### src/rtl/synth_config_writer.sv
// synth_config_writer: turns 4-byte host packets (OPCODE, ADDR, DATA_HI, DATA_LO)
// into envelope / note-on config write strobes, including an all-voices broadcast.
// Latency: strobe appears the cycle after DATA_LO is accepted; a broadcast runs N cycles.
// Backpressure: o_RxReady drops during WRITE/BROADCAST and while i_Reset is high.
// Ports:
//   i_Clock, i_Reset                 clock, synchronous active-high reset
//   i_RxByte, i_RxValid, o_RxReady   byte stream from the host link (valid/ready)
//   o_EnvelopeConfigWriteEnable[4:0] one-hot: attack lvl, sustain lvl, attack/decay/release rate
//   o_NoteOnConfigWriteEnable[1:0]   bit 1 -> note-on[31:16], bit 0 -> note-on[15:0]
//   o_ConfigWriteAddr, o_ConfigWriteData  write address / data (held between strobes)
//   o_Busy, o_ErrorCount             activity flag, saturating count of rejected packets
module synth_config_writer #(
  parameter int NUM_VOICE_OPERATORS = 256,
  parameter int TIMEOUT_CYCLES      = 1024
) (
  input  logic        i_Clock,
  input  logic        i_Reset,
  input  logic [7:0]  i_RxByte,
  input  logic        i_RxValid,
  output logic        o_RxReady,
  output logic [4:0]  o_EnvelopeConfigWriteEnable,
  output logic [1:0]  o_NoteOnConfigWriteEnable,
  output logic [7:0]  o_ConfigWriteAddr,
  output logic [15:0] o_ConfigWriteData,
  output logic        o_Busy,
  output logic [7:0]  o_ErrorCount
);

  localparam int         CW       = $clog2(TIMEOUT_CYCLES + 1);
  localparam logic [7:0] LAST_OP  = 8'(NUM_VOICE_OPERATORS - 1);
  localparam logic [CW-1:0] GAP_LIMIT = CW'(TIMEOUT_CYCLES - 1);

  typedef enum logic [2:0] {
    S_IDLE, S_GET_ADDR, S_GET_HI, S_GET_LO, S_WRITE, S_BROADCAST
  } state_t;

  // Opcode is decoded once on acceptance so only the useful fields are kept.
  typedef enum logic [1:0] { K_ENV, K_NOTE, K_BCAST } kind_t;

  state_t        state_q, state_d;
  kind_t         kind_q, kind_d;
  logic [2:0]    sel_q, sel_d;
  logic [7:0]    addr_byte_q, addr_byte_d;
  logic [7:0]    hi_q, hi_d;
  logic [CW-1:0] gap_q, gap_d;
  logic [4:0]    env_we_q, env_we_d;
  logic [1:0]    note_we_q, note_we_d;
  logic [7:0]    waddr_q, waddr_d;
  logic [15:0]   wdata_q, wdata_d;
  logic [7:0]    err_q, err_d;
  logic          busy_q, rdy_q;
  logic          accept;

  // Ready is a registered state decode, forced low while reset is held.
  assign o_RxReady = rdy_q & ~i_Reset;
  assign accept    = i_RxValid & o_RxReady;

  assign o_EnvelopeConfigWriteEnable = env_we_q;
  assign o_NoteOnConfigWriteEnable   = note_we_q;
  assign o_ConfigWriteAddr           = waddr_q;
  assign o_ConfigWriteData           = wdata_q;
  assign o_Busy                      = busy_q;
  assign o_ErrorCount                = err_q;

  always_comb begin
    state_d     = state_q;
    kind_d      = kind_q;
    sel_d       = sel_q;
    addr_byte_d = addr_byte_q;
    hi_d        = hi_q;
    gap_d       = gap_q;
    env_we_d    = '0;
    note_we_d   = '0;
    waddr_d     = waddr_q;
    wdata_d     = wdata_q;
    err_d       = err_q;

    case (state_q)
      S_IDLE: begin
        gap_d = '0;
        if (accept) begin
          sel_d = i_RxByte[2:0];
          if (i_RxByte <= 8'h04) begin
            kind_d  = K_ENV;
            state_d = S_GET_ADDR;
          end else if (i_RxByte == 8'h10 || i_RxByte == 8'h11) begin
            kind_d  = K_NOTE;
            state_d = S_GET_ADDR;
          end else if (i_RxByte >= 8'h20 && i_RxByte <= 8'h24) begin
            kind_d  = K_BCAST;
            state_d = S_GET_ADDR;
          end else if (err_q != 8'hFF) begin
            err_d = err_q + 8'd1;
          end
        end
      end

      S_GET_ADDR, S_GET_HI, S_GET_LO: begin
        if (accept) begin
          // A byte arriving on the final gap cycle still counts; no timeout.
          gap_d = '0;
          if (state_q == S_GET_ADDR) begin
            addr_byte_d = i_RxByte;
            state_d     = S_GET_HI;
          end else if (state_q == S_GET_HI) begin
            hi_d    = i_RxByte;
            state_d = S_GET_LO;
          end else begin
            wdata_d = {hi_q, i_RxByte};
            case (kind_q)
              K_BCAST: begin
                env_we_d = 5'(5'b00001 << sel_q);
                waddr_d  = 8'h00;
                state_d  = S_BROADCAST;
              end
              K_NOTE: begin
                note_we_d = sel_q[0] ? 2'b10 : 2'b01;
                state_d   = S_WRITE;
              end
              default: begin
                env_we_d = 5'(5'b00001 << sel_q);
                waddr_d  = addr_byte_q;
                state_d  = S_WRITE;
              end
            endcase
          end
        end else if (gap_q == GAP_LIMIT) begin
          gap_d   = '0;
          state_d = S_IDLE;
          if (err_q != 8'hFF) err_d = err_q + 8'd1;
        end else begin
          gap_d = gap_q + 1'b1;
        end
      end

      S_WRITE: state_d = S_IDLE;

      S_BROADCAST: begin
        if (waddr_q == LAST_OP) begin
          state_d = S_IDLE;
        end else begin
          env_we_d = env_we_q;
          waddr_d  = waddr_q + 8'd1;
        end
      end

      default: state_d = S_IDLE;
    endcase
  end

  always_ff @(posedge i_Clock) begin
    if (i_Reset) begin
      state_q     <= S_IDLE;
      kind_q      <= K_ENV;
      sel_q       <= '0;
      addr_byte_q <= '0;
      hi_q        <= '0;
      gap_q       <= '0;
      env_we_q    <= '0;
      note_we_q   <= '0;
      waddr_q     <= '0;
      wdata_q     <= '0;
      err_q       <= '0;
      busy_q      <= 1'b0;
      rdy_q       <= 1'b1;
    end else begin
      state_q     <= state_d;
      kind_q      <= kind_d;
      sel_q       <= sel_d;
      addr_byte_q <= addr_byte_d;
      hi_q        <= hi_d;
      gap_q       <= gap_d;
      env_we_q    <= env_we_d;
      note_we_q   <= note_we_d;
      waddr_q     <= waddr_d;
      wdata_q     <= wdata_d;
      err_q       <= err_d;
      busy_q      <= (state_d != S_IDLE);
      rdy_q       <= (state_d != S_WRITE) && (state_d != S_BROADCAST);
    end
  end

endmodule

### config.mk
export PLATFORM = sky130hd
export DESIGN_NAME = synth_config_writer
export DESIGN_NICKNAME = d
export VERILOG_FILES = /design/src/rtl/synth_config_writer.sv
export SDC_FILE = /design/constraint.sdc
export NUM_CORES = 1
export LEC_CHECK = 0
export ABC_AREA = 1
export BUFFER_PORTS_ARGS = -buffer_cell sky130_fd_sc_hd__buf_2
export CORE_ASPECT_RATIO = 0.6
export CORE_MARGIN = 5
export CORE_UTILIZATION = 56
export DETAILED_ROUTE_END_ITERATION = 7
export GPL_TIMING_DRIVEN = 1
export PLACE_DENSITY_LB_ADDON = 0.1
export SLEW_MARGIN = 15
export SYNTH_ARGS = -nofsm -noshare
export SYNTH_HDL_FRONTEND = slang
export SYNTH_SLANG_ARGS = --single-unit
### constraint.sdc
create_clock -name i_Clock -period 1.78 [get_ports i_Clock]
set_input_delay 0.267 -clock i_Clock [delete_from_list [all_inputs] [get_ports i_Clock]]
set_output_delay 0.267 -clock i_Clock [all_outputs]
set_load 0.05 [all_outputs]
==> impl_results.md <==
- Run status: finished, final reports clean
- Post-layout minimum cycle time: ~1600 ps
- Number of gates given a new drive strength after cts: 0
- Setup crit start: state_q[1]
- Non-filler instance count after layout: about 620
- Count of filler cells inserted in the layout: around 550
- Synth Flop Type: sky130_fd_sc_hd__dfxtp_1
- Most area-consuming cells after synthesis: sky130_fd_sc_hd__dfxtp_1 (44%), sky130_fd_sc_hd__nand2_1 (9.1%), sky130_fd_sc_hd__a21oi_1 (7.5%)
- Core footprint: between 0.006 and 0.007 sq mm
- Share of flip-flops with an asynchronous set or reset: 0%
- Global-route usage over all layers: 21.8%
- Total power consumption of the routed design: between 3 and 4 mW
- Data required time at the worst endpoint: approximately 2000 ps
- Nature of the critical path startpoint: register
- Post-route DRC violation count: 0
- Max Cap Viol: 0
- Met2 track demand over resource: between 30 and 40%
- Via count of the routed design: around 3300
- Final antenna-violating net count: 0
- Worst-path fanout max: 9
- Area occupied by multi-input gates: ~0.0016 sq mm
- Headroom to the max-slew limit: a little over two thirds
- Tightest Pin Transition: about 440 ps
- Initial Util: a little under three fifths
- Final core utilization: between 60% and 70%
- Yosys top cell by area: sky130_fd_sc_hd__dfxtp_1
- CTS tree: yes
- Final GP Congestion: about 0.83
- Antenna fix cells: 0
- Critical path arrival: 1870 ps
- Clk Latency, worst-skew pair: between 300 and 400 ps
- Seq/Total Area, Yosys: between 40% and 50%
- CTS Hold Bufs: 0
- Mapped Nets: 480
- Die Area: approximately 0.0078 sq mm
- Total gr overflow: 0
- Cell variety after synth: 36
- Critical path start-end classification: register to register
- Number of setup buffers added after CTS: 0
- Post-synth top cells: sky130_fd_sc_hd__nand2_1 (83), sky130_fd_sc_hd__dfxtp_1 (76), sky130_fd_sc_hd__nor2_1 (58), sky130_fd_sc_hd__a21oi_1 (51), sky130_fd_sc_hd__o21ai_0 (51)
- Number of buffers between clock root and the deepest sink: 2
- Clock Pin Slew Worst Setup and Hold Paths: 80 ps
- Count of final max-slew check failures: 0
- I/O Pins: 52
- Fraction of final layout cells with drive strength greater than 1: ~22%
- Clock tree sinks: 76
- Worst Hold Slack: about 230 ps
- Worst min-delay path class: input pin to register
- Worst clock skew: 6.96 ps
- IR Drop Worst-Case VDD: 463 uV
- Register area: between 0.0015 and 0.002 sq mm
- Reg-to-reg startpoint: state_q[1]
- Leakage power of the design: around 1.8 nW
- Highest-utilization routing layer at the global route stage: met2
- Number of clock buffers inserted by TritonCTS: 9
- Post-Syn Area per Cell: roughly 7.3 sq um
- Maximum level of the CTS H-tree: 3
- Die Ht: a little over 70 um
- First-pass iteration count of the detailed router: 5
- Iteration-0 DRC count of the detailed router: about 190
- Maximum operating frequency: roughly 620 MHz
- Avg Vias per Cell: roughly 5.3
- Layout overhead on the synthesized area: 18.2%
- Worst setup EP type: register
- Met3 layer usage reported by global route: 5.30%
- Flip-flop and latch count after synthesis: between 70 and 80
- Gate count after technology mapping: between 400 and 500
- Area fraction of the dominant cell type after synthesis: 44.4%
- EDFF count, synth: 0
- Post-route fraction of the period consumed by the critical path: 91.1%
- Total number of placement rows: 22
- Synthesized cell area: ~0.0034 sq mm
- Final setup vio count: 0
- Source of the worst hold timing path: i_RxByte[6]
- Number of failing hold endpoints at the final stage: 0
- Aggregate negative setup slack: 0 ps
- Synthesis Warnings: 0
- # nets final: between 500 and 600
- Number of global-route vias before repair: 3008
- Dominant cell by count in the synthesized netlist: sky130_fd_sc_hd__nand2_1
- Maximum number of pins on one net before global-route repair: 53
- Power density cells: about 800 mW/mm^2
- Routed wire length: about 8300 um
- Horizontal extent of the die: 111 um
- Setup slack of the worst register-to-register path: approximately 160 ps
- Mean routed wirelength per cell: 13.5 um
- Global-route wire length before repair: 14100 um
- Fraction of met1 tracks used by global routing: 31.1%
- Placed Cells incl. Taps: around 600
- Clock root buffer: sky130_fd_sc_hd__clkbuf_8
- Number of buffer cells added on primary ports: 51
- HPWL after detailed placement: between 6000 and 7000 um
- Initial antenna violation count: 0
## through the flow
stage                     setup WS, ps  area, sq um
final                              158         4050
after CTS                         81.8         4040
after global routing             -14.7         4050
after floorplan                   14.8         3430
after global placement             220         3820
after detailed placement          97.3         3820
## layout by cell type, fill, tap and decap left out, types with 3 or more instances in the layout
cell,count
sky130_fd_sc_hd__o21ai_0,51
sky130_fd_sc_hd__nor2_1,57
sky130_fd_sc_hd__buf_4,16
sky130_fd_sc_hd__nor2_2,7
sky130_fd_sc_hd__nand4_1,11
sky130_fd_sc_hd__xor2_1,7
sky130_fd_sc_hd__nand3_1,18
sky130_fd_sc_hd__nand2_1,82
sky130_fd_sc_hd__o21ai_1,8
sky130_fd_sc_hd__nor3_1,10
sky130_fd_sc_hd__clkbuf_8,9
sky130_fd_sc_hd__inv_2,10
sky130_fd_sc_hd__o21ai_2,3
sky130_fd_sc_hd__inv_1,35
sky130_fd_sc_hd__ha_1,3
sky130_fd_sc_hd__dfxtp_2,4
sky130_fd_sc_hd__a21oi_1,51
sky130_fd_sc_hd__buf_2,51
sky130_fd_sc_hd__dfxtp_1,72
## report_power, final
group / switching [mW] / leakage, nW / internal, mW
logic: 0.114 / 1.06 / 0.0469
clock network: 0.649 / 0.102 / 0.790
registers: 0.00815 / 0.615 / 1.71
total: 0.771 / 1.78 / 2.54
## flip-flops by register name, indices dropped and copies added, names as in the netlist, 5 cells and up
name / flops
o_EnvelopeConfigWriteEnable: 5
o_ConfigWriteData: 16
addr_byte_q: 8
gap_q: 11
o_ConfigWriteAddr: 8
hi_q: 8
o_ErrorCount: 8
## critical path: stages, from the launching register on
cell and delay (ps):
sky130_fd_sc_hd__dfxtp_1 460, sky130_fd_sc_hd__inv_2 100, sky130_fd_sc_hd__nor2_2 100, sky130_fd_sc_hd__nand2_1 90, sky130_fd_sc_hd__nand2_1 80, sky130_fd_sc_hd__inv_2 40, sky130_fd_sc_hd__nand2_2 120, sky130_fd_sc_hd__buf_4 190
sky130_fd_sc_hd__nand2_1 80, sky130_fd_sc_hd__o21ai_0 180, sky130_fd_sc_hd__nand2_1 70
## cell families after synthesis
kind of cell	synth area share, %
simple gates	25.9
compound gates	18.4
flops	44.4
buf+inv	7.86
xor+xnor	2.30
fa+ha+maj	1.10
## final cells by class
class,instances,share of cell area [%]
clock inverters,6,2.20
multi-input cells,328,40.5
flip-flops and latches,76,37.7
inverters,47,4.55
well taps,84,2.60
clock buffers,10,3.15
repair buffers,67,9.28
## layer usage
layer	wire, um	vias up
li1	-	1677
met1	4030	1491
met2	3600	112
met3	628	8
met4	83	0
met5	0	-
## worst paths after layout
check,to,cells past startpoint
max,o_Busy,10
min,addr_byte_q[6],3
max reg2reg,o_Busy,10
min reg2reg,o_NoteOnConfigWriteEnable[0],1
Note: power is estimated with default switching activity, not from simulation.
